`src/rtl/mem_copy_engine.sv`:
```
// ============================================================================
// mem_copy_engine: copies len words src -> dst through the memory data port.
// Optional feature macro: COPY_CHECKSUM_EN (adds checksum port/accumulator).
// Revision: 1.0
// ============================================================================
`default_nettype none

module mem_copy_engine #(
    parameter int WIDTH   = 32,
    parameter int RAMSIZE = 512,
    parameter int LENW    = 12
) (
    input  logic             clk,
    input  logic             rst_n,
    input  logic             start,
    input  logic [WIDTH-1:0] src,
    input  logic [WIDTH-1:0] dst,
    input  logic [LENW-1:0]  len,
    output logic             busy,
    output logic             done,
    output logic             err,
    output logic             mem_we,
    output logic [WIDTH-1:0] mem_a,
    output logic [WIDTH-1:0] mem_wd,
    input  logic [WIDTH-1:0] mem_rd
`ifdef COPY_CHECKSUM_EN
    ,
    output logic [WIDTH-1:0] checksum
`endif
);

    localparam logic [WIDTH:0] LIMIT = (WIDTH+1)'(RAMSIZE * 6);

    typedef enum logic [2:0] {
        S_IDLE  = 3'd0,
        S_CHECK = 3'd1,
        S_RD    = 3'd2,
        S_WR    = 3'd3,
        S_FIN   = 3'd4
    } state_t;

    state_t           state_q, state_d;
    logic [WIDTH-1:0] src_q, src_d;
    logic [WIDTH-1:0] dst_q, dst_d;
    logic [LENW-1:0]  len_q, len_d;
    logic [LENW-1:0]  i_q, i_d;
    logic [WIDTH-1:0] mem_a_q, mem_a_d;
    logic             busy_q, busy_d;
    logic             done_q, done_d;
    logic             err_q, err_d;
    logic [WIDTH:0]   src_end, dst_end;

    // One extra bit so an address near the top of the space cannot wrap past the limit
    assign src_end = {1'b0, src_q} + (WIDTH+1)'(len_q);
    assign dst_end = {1'b0, dst_q} + (WIDTH+1)'(len_q);

    always_comb begin
        state_d = state_q;
        src_d   = src_q;
        dst_d   = dst_q;
        len_d   = len_q;
        i_d     = i_q;
        mem_a_d = mem_a_q;
        done_d  = 1'b0;
        err_d   = 1'b0;
        case (state_q)
            S_IDLE: begin
                if (start) begin
                    src_d   = src;
                    dst_d   = dst;
                    len_d   = len;
                    i_d     = '0;
                    state_d = S_CHECK;
                end
            end
            S_CHECK: begin
                if (len_q == '0) begin
                    state_d = S_FIN;
                end else if ((src_end > LIMIT) || (dst_end > LIMIT)) begin
                    err_d   = 1'b1;
                    state_d = S_IDLE;
                end else begin
                    mem_a_d = src_q;
                    state_d = S_RD;
                end
            end
            S_RD: begin
                mem_a_d = dst_q + WIDTH'(i_q);
                state_d = S_WR;
            end
            S_WR: begin
                i_d = i_q + 1'b1;
                if (i_d < len_q) begin
                    mem_a_d = src_q + WIDTH'(i_d);
                    state_d = S_RD;
                end else begin
                    state_d = S_FIN;
                end
            end
            S_FIN: begin
                done_d  = 1'b1;
                state_d = S_IDLE;
            end
            default: state_d = S_IDLE;
        endcase
        busy_d = (state_d != S_IDLE);
    end

    always_ff @(posedge clk or negedge rst_n) begin
        if (!rst_n) begin
            state_q <= S_IDLE;
            src_q   <= '0;
            dst_q   <= '0;
            len_q   <= '0;
            i_q     <= '0;
            mem_a_q <= '0;
            busy_q  <= 1'b0;
            done_q  <= 1'b0;
            err_q   <= 1'b0;
        end else begin
            state_q <= state_d;
            src_q   <= src_d;
            dst_q   <= dst_d;
            len_q   <= len_d;
            i_q     <= i_d;
            mem_a_q <= mem_a_d;
            busy_q  <= busy_d;
            done_q  <= done_d;
            err_q   <= err_d;
        end
    end

    // Write strobe and data decode straight from state so reset kills them at once
    assign mem_we = (state_q == S_WR);
    assign mem_wd = mem_we ? mem_rd : '0;
    assign mem_a  = mem_a_q;
    assign busy   = busy_q;
    assign done   = done_q;
    assign err    = err_q;

`ifdef COPY_CHECKSUM_EN
    logic [WIDTH-1:0] chk_q, chk_d;

    always_comb begin
        chk_d = chk_q;
        if ((state_q == S_IDLE) && start) begin
            chk_d = '0;
        end else if (state_q == S_WR) begin
            chk_d = chk_q + mem_rd;
        end
    end

    always_ff @(posedge clk or negedge rst_n) begin
        if (!rst_n) begin
            chk_q <= '0;
        end else begin
            chk_q <= chk_d;
        end
    end

    assign checksum = chk_q;
`endif

endmodule

`default_nettype wire

```
`config.mk`:
```
export PLATFORM = sky130hd
export DESIGN_NAME = mem_copy_engine
export DESIGN_NICKNAME = d
export VERILOG_FILES = /design/src/rtl/mem_copy_engine.sv
export SDC_FILE = /design/constraint.sdc
export NUM_CORES = 1
export LEC_CHECK = 0
export CORE_MARGIN = 10
export CORE_UTILIZATION = 51
export CTS_BUF_LIST = sky130_fd_sc_hd__clkbuf_8 sky130_fd_sc_hd__clkbuf_16
export CTS_CLUSTER_DIAMETER = 100
export DETAILED_ROUTE_END_ITERATION = 10
export PLACE_DENSITY = 0.88
export SETUP_SLACK_MARGIN = 0.3
export SYNTH_ARGS = -nofsm -noshare
export SYNTH_HDL_FRONTEND = slang
export SYNTH_SLANG_ARGS = --single-unit
```
`constraint.sdc`:
```
create_clock -name clk -period 7.2 [get_ports clk]
set_input_delay 2.16 -clock clk [delete_from_list [all_inputs] [get_ports clk]]
set_output_delay 2.16 -clock clk [all_outputs]
set_load 0.05 [all_outputs]
```
# --- After elaboration in Yosys (flattened, before gate mapping) ---
# Index checks and enable logic that the tools add are counted.
# W data, S select, Z words.
op_classes:
  n_reduce_logical: 9
  add_sub_neg: 5
  mux: 16
  eq_ne: 8
  magnitude_cmp: 3
ops:
  columns: ["cell", "n"]
  rows:
  - ["$mux W32", 4]
  - ["$pmux W32 S3", 1]
  - ["$add A32 B12 Y33", 2]
  - ["$gt A33 B12 Y1 const B", 2]
  - ["$add A32 B12 Y32", 2]
  - ["$pmux W12 S2", 1]
  - ["$add A12 B1 Y12 const B", 1]
  - ["$logic_not A12 Y1", 1]
  - ["$lt A12 B12 Y1", 1]
  - ["$mux W12", 1]
  - ["$pmux W3 S4", 1]
  - ["$mux W3", 3]
  - ["$eq A3 B2 Y1 const B", 2]
  - ["$ne A2 B2 Y1 const B", 3]
  - ["$reduce_bool A3 Y1", 2]
  - ["$mux W1", 4]
  - ["$reduce_and A2 Y1", 2]
  - ["$reduce_and A4 Y1", 1]
  - ["$eq A3 B1 Y1 const B", 1]
  - ["$eq A3 B3 Y1 const B", 1]
  - ["$logic_not A3 Y1", 1]
  - ["$mux W2", 1]
  - ["$ne A2 B1 Y1 const B", 1]
  - ["$reduce_bool A2 Y1", 1]
  - ["$logic_or A1 B1 Y1", 1]
totals:
  ff_bits: 126
  input_bits: 111
  out_inout_bits: 68
  elab_cells: 50

# --- Depth between registers and ports, before layout ---
depth:
  ltp_word: 7
  mapped_depth: 17
  depth_no_buf: 17

# --- Worst setup path after synthesis ---
# No wires, ideal clock.
synth_path:
  kind: "input to output"
  from: "input port mem_rd[0]"
  to: "output port mem_wd[0]"
  stages: 1
  required_time_ps: 5040
  path_buffers: 0
  slack_ps: 2473
  t_arrival_ps: 2567
  cell_sequence: "and2_1"
synth_via:
  elab_chain_cells: 1
synth_rtl:
  columns: ["element", "line_no", "text"]
  rows:
  - ["start, declared", "25", "input logic [WIDTH-1:0] mem_rd"]
  - ["$mux W32", "135", "assign mem_wd = mem_we ? mem_rd : '0;"]
  - ["end, declared", "24", "output logic [WIDTH-1:0] mem_wd,"]
# Every way passes these cells.

# --- Final worst setup path ---
layout_path:
  from: "input port mem_rd[11]"
  to: "output port mem_wd[11]"
# Same word-level chain as after synthesis.

==> results.sh <==
export IMPL_run_status="finished clean"
export IMPL_worst_ir_drop_vdd_mv=0.1352
export IMPL_reg2reg_from="len_q[0]$_DFFE_PN0P_"
export IMPL_fin_setup_tns_ns=0
export IMPL_maxSlewHeadroom_pct=28.56
export IMPL_dominantRegCellSynth="sky130_fd_sc_hd__dfrtp_1"
export IMPL_root_buffer="sky130_fd_sc_hd__clkbuf_16"
export IMPL_synthMostInstantiatedCell="sky130_fd_sc_hd__dfrtp_1"
export IMPL_final_cell_area_um2=12720
export IMPL_initial_core_utilization_pct=52.38
export IMPL_grt_first_pass_wirelength_mm=54.89
export IMPL_avgRoutedWirePerCell_um=22.00
export IMPL_drt_iter0_markers=1194
export IMPL_synth_enable_flop_cells=0
export IMPL_power_density_nw_per_um2=201.8
export IMPL_core_area_um2=19720
export IMPL_worst_r2r_endpoint="mem_a[1]$_DFFE_PN0P_"
export IMPL_die_height_um=162.3
export IMPL_hold_viol=0
export IMPL_avgViaCountPerCell=6.389
export IMPL_grt_setup_unrepaired="false"
export IMPL_areaGrowthSynthToFinish_pct=23.14
export IMPL_tritoncts="built"
export IMPL_placed_cell_area_um2=12150
export IMPL_die_area_um2=26340
export IMPL_timing_critical_path_from_type="input pin"
export IMPL_power_frac_seq_pct=36.4
export IMPL_insertedDiodeCount=0
export IMPL_worstHoldPathType="flop to flop"
export IMPL_cts_repair_resized=0
export IMPL_final_fill_count=1626
export IMPL_clkTransAtPathRegs_ns=0.06
export IMPL_timing_final_setup_violations=0
export IMPL_finalNetCount=1486
export IMPL_hp_start="mem_a[1]$_DFFE_PN0P_"
export IMPL_yosys_area_top_type_share_pct=30.53
export IMPL_floorplan_rows=51
export IMPL_synth_warnings=0
export IMPL_cellLeakagePower_uw=0.005320
export IMPL_pin_count=179
export IMPL_place_port_buffers=178
export IMPL_end_kind="output pin"
export IMPL_globalplace_congestion=1.056
export IMPL_sw_frac_of_total_pct=36.02
export IMPL_grt_max_degree=73
export IMPL_fmax_mhz=174.7
export IMPL_final_period_utilization_pct=79.52
export IMPL_power_combinational_fraction_pct=30.9
export IMPL_post_cts_setup_buffer_count=0
export IMPL_synth_area_leaders="sky130_fd_sc_hd__dfrtp_1 31%, sky130_fd_sc_hd__ha_1 7.3%, sky130_fd_sc_hd__mux2_2 6.3%"
export IMPL_synthesis_area_per_instance_um2=8.761
export IMPL_cts_max_level=4
export IMPL_route_antenna_remaining_nets=0
export IMPL_detail_route_wirelength_mm=34.91
export IMPL_drt_pre_antenna_iters=7
export IMPL_worstPathArrival_ns=3.57
export IMPL_critical_path_max_fanout=1
export IMPL_synth_fp_nets=1354
export IMPL_place_hpwl_mm=26.71
export IMPL_r2r_setup_slk_ns=1.86
export IMPL_timing_reg2reg_worst_path_depth=12
export IMPL_worstSetupPathType="input pin to output pin"
export IMPL_dieWidth_um=162.3
export IMPL_async_flop_share_pct=100.0
export IMPL_first_global_vias=9820
export IMPL_clk_path_buf_depth=2
export IMPL_vias=10140
export IMPL_clk_insertion_delay_late_ns=0.43
export IMPL_tritoncts_num_buffers=17
export IMPL_netlist_cell_type_count=81
export IMPL_global_route_overflow_total=0
export IMPL_cell_internal_pwr_uw=1642
export IMPL_post_route_drc_count=0
export IMPL_slew_violations=0
export IMPL_worstSetupEndpoint="mem_wd[11]"
export IMPL_synth_seq_area_share_pct=30.53
export IMPL_crit_start="mem_rd[11]"
export IMPL_grt_antenna_before_repair=0
export IMPL_sw_pwr_uw=924.3
export IMPL_timing_clock_skew_ns=0.01017
export IMPL_post_route_min_period_ns=5.726
export IMPL_synth_area_um2=10330
export IMPL_synth_largest_area_cell="sky130_fd_sc_hd__dfrtp_1"
export IMPL_number_of_buffers_inserted_for_hold_repair_after_clock_tree_synthesis=0
export IMPL_cts_sinks=126
export IMPL_synth_seq_cells=126
export IMPL_cp_required_ns=5.04
export IMPL_p_clk_share_pct=32.7
export IMPL_netlist_instances=1179
export IMPL_globalRouteTotalUtil_pct=26.04
export IMPL_timing_max_cap_violations=0
export IMPL_synth_top_cells_by_count="126 x sky130_fd_sc_hd__dfrtp_1, 112 x sky130_fd_sc_hd__nand2_1, 89 x sky130_fd_sc_hd__o21ai_0, 75 x sky130_fd_sc_hd__nor2_1, 67 x sky130_fd_sc_hd__a21oi_1"
export IMPL_worstMarginPinSlew_ns=1.070
export IMPL_layout_drive_gt1_share_pct=10.21
power groups by stage:
stage / clock, uW / sequential, uW / combinational [uW]
after floorplan: 0 / 830 / 596
after global placement: 0 / 935 / 755
after global routing: 879 / 943 / 865
after CTS: 847 / 925 / 774
final: 839 / 935 / 792
after detailed placement: 0 / 937 / 766
cells in the final DEF (no fill, tap or decap), types with 21 or more instances in the layout:
cell                              count
sky130_fd_sc_hd__xor2_1              21
sky130_fd_sc_hd__and2_1              41
sky130_fd_sc_hd__nor3_1              23
sky130_fd_sc_hd__nand3_1             42
sky130_fd_sc_hd__xnor2_1             45
sky130_fd_sc_hd__o21ai_0             89
sky130_fd_sc_hd__a21oi_1             67
sky130_fd_sc_hd__clkdlybuf4s50_1    177
sky130_fd_sc_hd__mux2_4              28
sky130_fd_sc_hd__nand2_1            112
sky130_fd_sc_hd__ha_1                60
sky130_fd_sc_hd__inv_1               39
sky130_fd_sc_hd__nor2_1              74
sky130_fd_sc_hd__dfrtp_1            126
sky130_fd_sc_hd__nand4_1             30
sky130_fd_sc_hd__mux2_2              58
flip-flops by register name, indices dropped and copies added, names as in the netlist:
signal	count
dst_q	32
mem_a	32
src_q	32
i_q	12
len_q	12
state_q	3
busy	1
done	1
err	1
cells by family (layout without fill, tap and decap cells):
logic type,Yosys count,after routing,synth area share (%)
AO/OA/AOI/OAI,307,307,19.24
XOR/XNOR,66,66,5.597
adder cells (fa/ha/maj),64,64,8.044
buffers and inverters,109,252,4.761
flip-flops,126,126,30.53
multiplexers,97,97,11.50
AND/OR/NAND/NOR,410,410,20.34
metal layers:
metal	share of wire, %	track usage [%]
met2	45	39.88
met5	0	0
met1	43	35.35
met4	1.6	6.286
met3	11	7.685
critical path: stages:
cell and delay [ns]:
sky130_fd_sc_hd__clkdlybuf4s50_1 0.46, sky130_fd_sc_hd__and2_1 0.11, sky130_fd_sc_hd__clkdlybuf4s50_1 0.83
area by class of cell:
| cell class | instances | area (um2) | area share [%] |
|---|---|---|---|
| Inverter | 36 | 135.1 | 1.062 |
| Multi-Input combinational cell | 944 | 6693 | 52.62 |
| Clock inverter | 10 | 100.1 | 0.7870 |
| Clock buffer | 20 | 466.7 | 3.669 |
| Tap cell | 265 | 331.6 | 2.607 |
| Sequential cell | 126 | 3153 | 24.79 |
| Timing Repair Buffer | 186 | 1839 | 14.46 |
per-stage QoR:
step	cells	utilization (%)	power [uW]	setup WS, ns	hold WS [ns]
after floorplan	1179	-	1427	2.473	0.4828
after global placement	1557	61.63	1690	1.466	0.4709
final	1587	64.50	2566	1.474	0.4932
after CTS	1587	64.50	2546	1.462	0.4978
after global routing	1587	64.50	2688	1.432	0.5210
after detailed placement	1557	61.63	1702	1.461	0.4830
how the worst min path moves through the flow:
| stage | endpoint | cells past startpoint |
|---|---|---|
| finish | mem_a[1]$_DFFE_PN0P_ | 1 |
| global route | mem_a[31]$_DFFE_PN0P_ | 1 |
| CTS | mem_a[1]$_DFFE_PN0P_ | 1 |
| detailed placement | mem_a[1]$_DFFE_PN0P_ | 1 |
| global placement | mem_a[0]$_DFFE_PN0P_ | 1 |
| floorplan | state_q[2]$_DFF_PN0_ | 1 |
(Power assumes the default switching activity.)
